`config.mk`:
```
export PLATFORM = sky130hd
export DESIGN_NAME = seg7_display_ctrl
export DESIGN_NICKNAME = d
export VERILOG_FILES = /design/src/rtl/seg7_pkg.sv /design/src/rtl/seg7_display_ctrl_glyph.sv /design/src/rtl/seg7_display_ctrl.sv
export SDC_FILE = /design/constraint.sdc
export NUM_CORES = 1
export LEC_CHECK = 0
export CORE_MARGIN = 2
export CORE_UTILIZATION = 40
export CTS_CLUSTER_SIZE = 30
export DETAILED_ROUTE_END_ITERATION = 8
export GPL_TIMING_DRIVEN = 0
export PLACE_DENSITY = 0.68
export SLEW_MARGIN = 20
export SYNTH_ARGS = -nofsm -noshare
export SYNTH_HDL_FRONTEND = slang
export SYNTH_HIERARCHICAL = 1
export SYNTH_SLANG_ARGS = --single-unit
```
`constraint.sdc`:
```
create_clock -name i_clk -period 4.9 [get_ports i_clk]
set_clock_uncertainty 0.2 [all_clocks]
set_input_delay 0.735 -clock i_clk [delete_from_list [all_inputs] [get_ports i_clk]]
set_output_delay 0.735 -clock i_clk [all_outputs]
set_load 0.05 [all_outputs]
```
`src/rtl/seg7_pkg.sv`:
```
`default_nettype none
// ============================================================================
// Module   : seg7_pkg
// Brief    : Shared FSM state type, active-high glyph patterns (gfedcba) and
//            the nibble-to-glyph lookup used by the seven-segment controller.
// Revision : 1.0
// ============================================================================
package seg7_pkg;

    typedef enum logic [1:0] {
        IDLE    = 2'd0,
        CONVERT = 2'd1,
        UPDATE  = 2'd2
    } state_t;

    localparam logic [6:0] SEG_0     = 7'h3F;
    localparam logic [6:0] SEG_1     = 7'h06;
    localparam logic [6:0] SEG_2     = 7'h5B;
    localparam logic [6:0] SEG_3     = 7'h4F;
    localparam logic [6:0] SEG_4     = 7'h66;
    localparam logic [6:0] SEG_5     = 7'h6D;
    localparam logic [6:0] SEG_6     = 7'h7D;
    localparam logic [6:0] SEG_7     = 7'h07;
    localparam logic [6:0] SEG_8     = 7'h7F;
    localparam logic [6:0] SEG_9     = 7'h6F;
    localparam logic [6:0] SEG_A     = 7'h77;
    localparam logic [6:0] SEG_B     = 7'h7C;
    localparam logic [6:0] SEG_C     = 7'h39;
    localparam logic [6:0] SEG_D     = 7'h5E;
    localparam logic [6:0] SEG_E     = 7'h79;
    localparam logic [6:0] SEG_F     = 7'h71;
    localparam logic [6:0] SEG_DASH  = 7'h40;
    localparam logic [6:0] SEG_BLANK = 7'h00;

    function automatic logic [6:0] glyph(input logic [3:0] nibble);
        logic [6:0] seg;
        case (nibble)
            4'h0:    seg = SEG_0;
            4'h1:    seg = SEG_1;
            4'h2:    seg = SEG_2;
            4'h3:    seg = SEG_3;
            4'h4:    seg = SEG_4;
            4'h5:    seg = SEG_5;
            4'h6:    seg = SEG_6;
            4'h7:    seg = SEG_7;
            4'h8:    seg = SEG_8;
            4'h9:    seg = SEG_9;
            4'hA:    seg = SEG_A;
            4'hB:    seg = SEG_B;
            4'hC:    seg = SEG_C;
            4'hD:    seg = SEG_D;
            4'hE:    seg = SEG_E;
            default: seg = SEG_F;
        endcase
        return seg;
    endfunction

endpackage
`default_nettype wire

```
`src/rtl/seg7_display_ctrl_glyph.sv`:
```
`default_nettype none
// ============================================================================
// Module   : seg7_glyph
// Brief    : Combinational 4-bit to active-high 7-segment (gfedcba) decoder.
// Revision : 1.0
// ============================================================================
module seg7_glyph
    import seg7_pkg::*;
(
    input  logic [3:0] i_nibble,
    output logic [6:0] o_seg
);

    assign o_seg = glyph(i_nibble);

endmodule
`default_nettype wire

```
`src/rtl/seg7_display_ctrl.sv`:
```
`default_nettype none
// ============================================================================
// Module   : seg7_display_ctrl
// Brief    : Multi-digit seven-segment controller: hex or double-dabble decimal
//            display with leading-zero blanking, per-digit blink and overflow.
// Revision : 1.0
// ============================================================================
module seg7_display_ctrl
    import seg7_pkg::*;
#(
    parameter int NUM_DIGITS = 8,
    parameter int DATA_W     = 27,
    parameter int BLINK_HALF = 25_000_000,
    parameter bit ACTIVE_LOW = 1'b1
)(
    input  logic                    i_clk,
    input  logic                    i_rst,
    input  logic                    i_load,
    input  logic [DATA_W-1:0]       i_value,
    input  logic                    i_mode,
    input  logic                    i_blank_lz,
    input  logic [NUM_DIGITS-1:0]   i_blink_mask,
    output logic                    o_busy,
    output logic                    o_done,
    output logic                    o_overflow,
    output logic [7*NUM_DIGITS-1:0] o_hex
);

    localparam int c_DIG_W = 4 * NUM_DIGITS;
    localparam int c_SEG_W = 7 * NUM_DIGITS;
    localparam int c_CNT_W = (DATA_W > 1) ? $clog2(DATA_W) : 1;
    localparam int c_BLK_W = $clog2(BLINK_HALF);
    localparam logic [c_SEG_W-1:0] c_POL = {c_SEG_W{ACTIVE_LOW}};

    state_t               r_state;
    logic                 r_busy;
    logic                 r_done;
    logic                 r_overflow;
    logic [DATA_W-1:0]    r_bin;
    logic [c_DIG_W-1:0]   r_bcd;
    logic                 r_bcd_ovf;
    logic                 r_blank_lz;
    logic [c_CNT_W-1:0]   r_shift_cnt;
    logic [c_SEG_W-1:0]   r_disp;
    logic [c_SEG_W-1:0]   r_hex;
    logic [c_BLK_W-1:0]   r_blink_cnt;
    logic                 r_blink_off;

    logic [c_DIG_W-1:0]   w_bcd_adj;
    logic [c_DIG_W-1:0]   w_bcd_next;
    logic                 w_bcd_carry;
    logic                 w_last_step;
    logic                 w_hex_load;
    logic                 w_commit;
    logic [63:0]          w_value_ext;
    logic                 w_hex_ovf;
    logic [c_DIG_W-1:0]   w_src;
    logic                 w_new_ovf;
    logic                 w_new_lz;
    logic                 w_lead_seen;
    logic [6:0]           w_seg [NUM_DIGITS];
    logic [c_SEG_W-1:0]   w_new_disp;
    logic [c_SEG_W-1:0]   w_show;
    logic [c_SEG_W-1:0]   w_masked;

    // Double-dabble step: add 3 to every digit >= 5, then shift in the value MSB.
    always_comb begin
        w_bcd_adj = r_bcd;
        for (int k = 0; k < NUM_DIGITS; k++) begin
            if (r_bcd[4*k +: 4] >= 4'd5) begin
                w_bcd_adj[4*k +: 4] = r_bcd[4*k +: 4] + 4'd3;
            end
        end
    end

    assign w_bcd_carry = w_bcd_adj[c_DIG_W-1];
    assign w_bcd_next  = {w_bcd_adj[c_DIG_W-2:0], r_bin[DATA_W-1]};

    assign w_last_step = (r_state == CONVERT) && (r_shift_cnt == c_CNT_W'(DATA_W - 1));
    assign w_hex_load  = (r_state == IDLE) && i_load && !i_mode;
    assign w_commit    = w_hex_load || w_last_step;

    assign w_value_ext = 64'(i_value);
    assign w_hex_ovf   = (w_value_ext >> c_DIG_W) != 64'd0;

    // The display is written on the edge that enters UPDATE, so the new value
    // is visible in the same cycle as o_done.
    assign w_src     = (r_state == IDLE) ? w_value_ext[c_DIG_W-1:0] : w_bcd_next;
    assign w_new_ovf = (r_state == IDLE) ? w_hex_ovf : (r_bcd_ovf | w_bcd_carry);
    assign w_new_lz  = (r_state == IDLE) ? i_blank_lz : r_blank_lz;

    generate
        for (genvar g = 0; g < NUM_DIGITS; g++) begin : g_digit
            seg7_glyph u_glyph (
                .i_nibble (w_src[4*g +: 4]),
                .o_seg    (w_seg[g])
            );
        end
    endgenerate

    always_comb begin
        w_lead_seen = 1'b0;
        w_new_disp  = '0;
        for (int k = NUM_DIGITS - 1; k >= 0; k--) begin
            if (w_src[4*k +: 4] != 4'd0) begin
                w_lead_seen = 1'b1;
            end
            if (w_new_ovf) begin
                w_new_disp[7*k +: 7] = SEG_DASH;
            end else if (w_lead_seen || (k == 0) || !w_new_lz) begin
                w_new_disp[7*k +: 7] = w_seg[k];
            end else begin
                w_new_disp[7*k +: 7] = SEG_BLANK;
            end
        end
    end

    always_comb begin
        w_show   = w_commit ? w_new_disp : r_disp;
        w_masked = w_show;
        for (int k = 0; k < NUM_DIGITS; k++) begin
            if (r_blink_off && i_blink_mask[k]) begin
                w_masked[7*k +: 7] = SEG_BLANK;
            end
        end
    end

    always_ff @(posedge i_clk) begin
        if (i_rst) begin
            r_state     <= IDLE;
            r_busy      <= 1'b0;
            r_done      <= 1'b0;
            r_overflow  <= 1'b0;
            r_bin       <= '0;
            r_bcd       <= '0;
            r_bcd_ovf   <= 1'b0;
            r_blank_lz  <= 1'b0;
            r_shift_cnt <= '0;
            r_disp      <= '0;
        end else begin
            r_done <= 1'b0;
            case (r_state)
                IDLE: begin
                    if (i_load) begin
                        r_blank_lz <= i_blank_lz;
                        r_busy     <= 1'b1;
                        if (i_mode) begin
                            r_state     <= CONVERT;
                            r_bin       <= i_value;
                            r_bcd       <= '0;
                            r_bcd_ovf   <= 1'b0;
                            r_shift_cnt <= '0;
                        end else begin
                            r_state <= UPDATE;
                            r_done  <= 1'b1;
                        end
                    end
                end
                CONVERT: begin
                    r_bcd       <= w_bcd_next;
                    r_bin       <= r_bin << 1;
                    r_bcd_ovf   <= r_bcd_ovf | w_bcd_carry;
                    r_shift_cnt <= r_shift_cnt + c_CNT_W'(1);
                    if (w_last_step) begin
                        r_state <= UPDATE;
                        r_done  <= 1'b1;
                    end
                end
                UPDATE: begin
                    r_state <= IDLE;
                    r_busy  <= 1'b0;
                end
                default: begin
                    r_state <= IDLE;
                    r_busy  <= 1'b0;
                end
            endcase
            if (w_commit) begin
                r_disp     <= w_new_disp;
                r_overflow <= w_new_ovf;
            end
        end
    end

    always_ff @(posedge i_clk) begin
        if (i_rst) begin
            r_blink_cnt <= '0;
            r_blink_off <= 1'b0;
        end else if (r_blink_cnt == c_BLK_W'(BLINK_HALF - 1)) begin
            r_blink_cnt <= '0;
            r_blink_off <= ~r_blink_off;
        end else begin
            r_blink_cnt <= r_blink_cnt + c_BLK_W'(1);
        end
    end

    always_ff @(posedge i_clk) begin
        if (i_rst) begin
            r_hex <= c_POL;
        end else begin
            r_hex <= w_masked ^ c_POL;
        end
    end

    assign o_busy     = r_busy;
    assign o_done     = r_done;
    assign o_overflow = r_overflow;
    assign o_hex      = r_hex;

endmodule
`default_nettype wire

```
# --- Word level (Yosys, flattened, before mapping) ---
# Memory sizes are Yosys's and may differ from the RTL's.
# Cells that the tools add are included.
# W data, S select, Z words.
totals:
  memories: 8
  register_bits: 209
  latchBits: 0
  elab_cells: 148
  ramBits: 0
  out_inout_bits: 59
  romBits: 896
  in_bits: 40
mem_list:
  columns: ["name", "depth", "word_bits", "read_ports", "rd_clocked_by_memory_dff", "wr", "line", "source"]
  rows:
  - ["(name not given)", 16, 7, 1, 0, 0, "seg7_pkg.sv:37", "case (nibble)"]
  - ["(name not given)", 16, 7, 1, 0, 0, "seg7_pkg.sv:37", null]
  - ["(name not given)", 16, 7, 1, 0, 0, "seg7_pkg.sv:37", null]
  - ["(name not given)", 16, 7, 1, 0, 0, "seg7_pkg.sv:37", null]
  - ["(name not given)", 16, 7, 1, 0, 0, "seg7_pkg.sv:37", null]
  - ["(name not given)", 16, 7, 1, 0, 0, "seg7_pkg.sv:37", null]
  - ["+2 memories", null, null, null, null, null, null, null]
classes:
  n_reduce_logical: 35
  muxes: 64
  add_sub_neg: 10
  n_mul: 0
  n_lt_le_gt_ge: 8
  n_eq_ne: 6
  bitwise_logic: 4
  shifts: 0
  n_div: 0
ops:
  columns: ["op", "count"]
  rows:
  - ["$mux W7", 23]
  - ["$mux W32", 3]
  - ["$pmux W32 S2", 1]
  - ["$mux W56", 1]
  - ["$not A56 Y56", 1]
  - ["$mux W27", 2]
  - ["$pmux W27 S2", 1]
  - ["$add A4 B2 Y4 const B", 8]
  - ["$ge A4 B3 Y1 const B", 8]
  - ["$mux W4", 8]
  - ["$reduce_bool A4 Y1", 7]
  - ["$add A25 B1 Y25 const B", 1]
  - ["$eq A25 B25 Y1 const B", 1]
  - ["$mux W1", 15]
  - ["$logic_and A1 B1 Y1", 11]
  - ["$mux W5", 2]
  - ["$pmux W5 S2", 1]
  - ["$logic_or A1 B1 Y1", 8]
  - ["$mux W2", 3]
  - ["$ne A2 B2 Y1 const B", 3]
  - ["$pmux W1 S2", 3]
  - ["$reduce_and A2 Y1", 3]
  - ["$add A5 B1 Y5 const B", 1]
  - ["$eq A5 B5 Y1 const B", 1]
  - ["other kinds (9)", 11]

# --- Depth between registers and ports, before layout ---
logic_depth:
  depth_word: 17
  ltp_mapped: 14
  ltp_nobuf: 14

# --- Cells and area by module ---
# The synthesis kept the hierarchy.
by_module_without_submodules:
  columns: ["module", "seq_area_each_um2", "cells_each", "area_per_inst_um2", "instances"]
  rows:
  - ["seg7_display_ctrl", 4184.0, 989, 8859.7, 1]
  - ["seg7_glyph (g_digit[3].u_glyph ...)", 0.0, 33, 286.5, 5]
  - ["seg7_glyph (g_digit[0].u_glyph ...)", 0.0, 33, 282.8, 2]
  - ["seg7_glyph (g_digit[1].u_glyph)", 0.0, 33, 287.8, 1]

# --- Least setup slack after synthesis ---
# No wires, ideal clock.
synth_timing:
  kind: "reg-to-reg"
  from: "register r_bcd[12]"
  to: "register r_hex[34], in the netlist o_hex[34]"
  period_less_slack_ns: 3.084
  path_buffers: 0
  arrival_ns: 2.757
  path_slack_ns: 1.816
  t_required_ns: 4.573
  stages_incl_launch_ff: 12
  setup_time_ns: 0.127
  cell_sequence: "dfxtp_1 > inv_1 > ha_1 > nor2b_1 > or3_1 > a31oi_1 > inv_1 > ha_1 > mux2_4 > a22oi_1 > a21oi_1 > or3b_1"
synth_lines:
  columns: ["item", "line", "source"]
  rows:
  - ["start: declaration", "seg7_display_ctrl.sv:40", "logic [c_DIG_W-1:0] r_bcd;"]
  - ["start signal: assignment", "seg7_display_ctrl.sv:160", "r_bcd <= w_bcd_next;"]
  - ["end signal: assignment", "seg7_display_ctrl.sv:199", "r_hex <= c_POL;"]
  - ["end signal: assignment", "seg7_display_ctrl.sv:201", "r_hex <= w_masked ^ c_POL;"]
  - ["end: declaration", "seg7_display_ctrl.sv:45", "logic [c_SEG_W-1:0] r_hex;"]

==> impl_metrics.csv <==
group,metric,value,unit
detailed_routing,first_pass_iters,6,
finish,layout_common_cells,"dfxtp_1, nor2_1, nand2_1",
min_path,hold_end,"o_hex[11]",
timing,tns,0,ps
finish,fin_nets,1491,
global_route,grt_pass1_wl,48920,µm
global_route,antenna_found_initial,0,
detailed_routing,drt-vias-per-instance,5.463,
worst_setup_path,rr_endpoint,"r_disp[45]",
run,drv_cap,0,
timing,hold_viol,0,
die,std_cell_rows,61,
worst_setup_path,crit_path_max_fanout,10,
min_path,min_path_cells,1,
worst_setup_path,worstSetupEndpointType,"flip-flop",
synth,syn-cell-area,11150,µm²
worst_setup_path,arrival,4140,ps
global_route,grt_pass1_vias,9396,
detailed_routing,drc_errors,0,
die,start_util,0.4034,
min_path,min_path_type,"flip-flop to flip-flop",
finish,layout_commonest_cell,"dfxtp_1",
clock_tree,clk_pin_slew_worst_paths,60,ps
synth,ys.flop_type,"dfxtp_1",
worst_setup_path,max_stage_delay,570,ps
synth,synth-edff-count,0,
synth,yosys.area.top_type,"dfxtp_1",
worst_setup_path,regToRegStartpoint,"r_state[0]",
synth,synth.distinct_cells,76,
global_route,grt_max_degree,13,
detailed_routing,wl,30670,µm
synth,ys_ff_latch,209,
detailed_routing,wl_per_cell,17.32,µm
worst_setup_path,ff2ff_setup_slack,940,ps
clock_tree,cts_setup_buffers,0,
finish,drive_gt1_frac,0.09332,
timing,clock.fmax,252.4,MHz
detailed_routing,initialDrtViolationCount,762,
synth,ys_warn_count,6,
synth,avgSynthCellArea,8.895,µm²
timing,finalMaxSlewViolations,0,
synth,async_flop_share,0,
placed_design,place_hpwl,22180,µm
timing,relSlewSlack,0.2276,
global_route,grt_usage,0.2089,
worst_setup_path,crit_type,"flip-flop to flip-flop",
power_and_ir_drop,cellLeakagePower,5.245,nW
clock_tree,cts_buffers,24,
timing,rsz0062_at_grt,"false",
timing,worstMarginPinSlew,1146,ps
finish,n_antenna_cell,0,
die,core_area,27630,µm²
finish,fill_cells,2675,
global_route,overflow,0,
synth,netlist_instances,1253,
finish,syn_to_final_growth,20.36,%
detailed_routing,via_count,9675,
placed_design,finalWeightedCongestion,0.9057,
die,io_pins,99,
power_and_ir_drop,fin_total_pwr,0.004623,W
synth,syn-num-nets,1368,
finish,fin_util,0.4856,
power_and_ir_drop,ir_worst_vdd,0.2740,mV
min_path,hold_start,"r_disp[11]",
timing,setup_viol,0,
clock_tree,root_buffer,"clkbuf_16",
die,die_x,170.9,µm
worst_setup_path,crit_path_frequent_cell,"inv_1",
clock_tree,htree_levels,1,
synth,ys_seq_area_frac,0.3754,
clock_tree,cts_tree,"done",
clock_tree,ctsHoldBuffers,0,
timing,period_needed,3961,ps
worst_setup_path,cpMaxStageDelayCell,"clkbuf_1",
timing,finalCritPeriodShare,0.8084,
die,die_h,170.9,µm
clock_tree,cts_sinks,209,
detailed_routing,ant_nets,0,
synth,yosys-top-cells-area,"dfxtp_1, ha_1, nor2_1",
clock_tree,cts-resized-gates,0,
worst_setup_path,cp.required,5080,ps
placed_design,port_buffers,97,
clock_tree,clk-insertion-delay-late,520,ps
worst_setup_path,reg2reg_depth,12,
clock_tree,clock_path_buffers,3,
worst_setup_path,cp_cell_sequence,"buf_4 > nor2_2 > buf_6 > buf_2 > clkbuf_1 > o21ai_0 > inv_1 > ha_1 > inv_1 > mux4_1 > a22o_1 > nor2b_1",
worst_setup_path,start_kind,"flip-flop",
synth,yosysTopAreaCellShare,0.3754,
die,die_area,29220,µm²
status,status,"completed",
power_and_ir_drop,power_per_cell_area,344.6,nW/µm²
-- cell usage after synthesis, types with 4 or more instances --
| cell | n |
|---|---|
| mux2_2 | 20 |
| dfxtp_1 | 209 |
| a21oi_1 | 59 |
| buf_6 | 13 |
| o22ai_1 | 7 |
| buf_4 | 6 |
| nand2b_1 | 18 |
| a32oi_1 | 22 |
| nand3_1 | 21 |
| a31oi_1 | 12 |
| and4_1 | 6 |
| a22oi_1 | 36 |
| nor3b_1 | 12 |
| mux4_1 | 6 |
| nand2_1 | 118 |
| a311oi_1 | 18 |
| a21o_1 | 5 |
| a22o_1 | 36 |
| a32o_1 | 8 |
| o21a_1 | 4 |
| inv_1 | 67 |
| nor2_1 | 139 |
| nor2b_1 | 38 |
| xor2_1 | 20 |
| a21o_2 | 5 |
| a222oi_1 | 8 |
| mux2_4 | 6 |
| nor3_1 | 34 |
| buf_2 | 11 |
| and3_1 | 16 |
| nand4_1 | 6 |
| and2_1 | 10 |
| a21oi_2 | 5 |
| ha_1 | 75 |
| xnor2_1 | 14 |
| clkbuf_1 | 45 |
| mux2i_1 | 25 |
| o31ai_1 | 8 |
| o21ai_0 | 29 |
-- per-layer routing --
metal,up-vias,share of wire,track usage
met5,-,0,0
met4,0,0.020,0.05453
met3,41,0.058,0.02753
met2,294,0.47,0.3600
met1,4654,0.45,0.2756
li1,4686,-,-
-- logic make-up (layout without fill, tap and decap cells) --
logic type               count (synthesis)  in the layout  synth area share
flip-flops                             209            209            0.3754
adder cells (fa/ha/maj)                 75             75           0.08419
XOR/XNOR                                34             34           0.02672
buffers and inverters                  146            286           0.06163
AO/OA/AOI/OAI                          287            287            0.1884
multiplexers                            59             59           0.06893
AND/OR/NAND/NOR                        443            443            0.1948
-- per-stage QoR --
step / instance area (µm²) / hold WS (ps) / cells / worst slack (ps)
after global placement: 12590 / 218.5 / 1728 / 1135
after detailed placement: 12590 / 220.8 / 1728 / 1113
after global routing: 13420 / 244.0 / 1771 / 790.8
final: 13420 / 231.4 / 1771 / 938.7
after CTS: 13420 / 231.4 / 1771 / 1097
after floorplan: 11150 / 205.7 / 1253 / 1816
-- registers in the layout, indices dropped and copies added (netlist names) --
signal / count
o_hex: 56
r_shift_cnt: 5
r_disp: 56
r_bin: 27
r_blank_lz: 1
r_blink_cnt: 25
r_blink_off: 1
o_done: 1
o_overflow: 1
o_busy: 1
r_bcd_ovf: 1
r_bcd: 32
r_state: 2
-- power by group --
| group | switching (W) | total [W] | internal (W) | leakage (nW) |
|---|---|---|---|---|
| Sequential | 0.0000385 | 0.00184 | 0.00180 | 1.71 |
| Clock | 0.000714 | 0.00185 | 0.00114 | 0.401 |
| Combinational | 0.000579 | 0.000931 | 0.000352 | 3.14 |
| Total | 0.00133 | 0.00462 | 0.00329 | 5.25 |
-- worst max-delay path by stage --
stage	to	start	cells after the start
5_1_grt	o_hex[1]	r_state[0]	14
4_1_cts	r_disp[45]	r_state[0]	12
6_report	r_disp[45]	r_state[0]	12
3_3_place_gp	r_disp[45]	r_state[0]	12
3_5_place_dp	o_hex[34]	r_state[0]	13
2_1_floorplan	o_hex[34]	r_bcd[12]	11
-- layout make-up --
type                    instances  area [µm²]  area share
plain buffers                  77       422.9     0.03152
clock buffers                  37       740.7     0.05521
clock inverters                 6       85.08    0.006342
inverters                      69       264.0     0.01968
multi-input cells             898        6275      0.4677
flip-flops and latches        209        4184      0.3119
well taps                     378       473.0     0.03525
repair buffers                 97       970.9     0.07237
-- worst max-delay path: cells and delay by family (launching register included) --
family | cells | cell delay (ps)
buffers and inverters | 6 | 1550
AOI/OAI and AO/OA | 2 | 630
DFF | 1 | 310
adders and majority gates | 1 | 280
muxes | 1 | 480
and+or+nand+nor | 2 | 360
(Power assumes the default switching activity.)
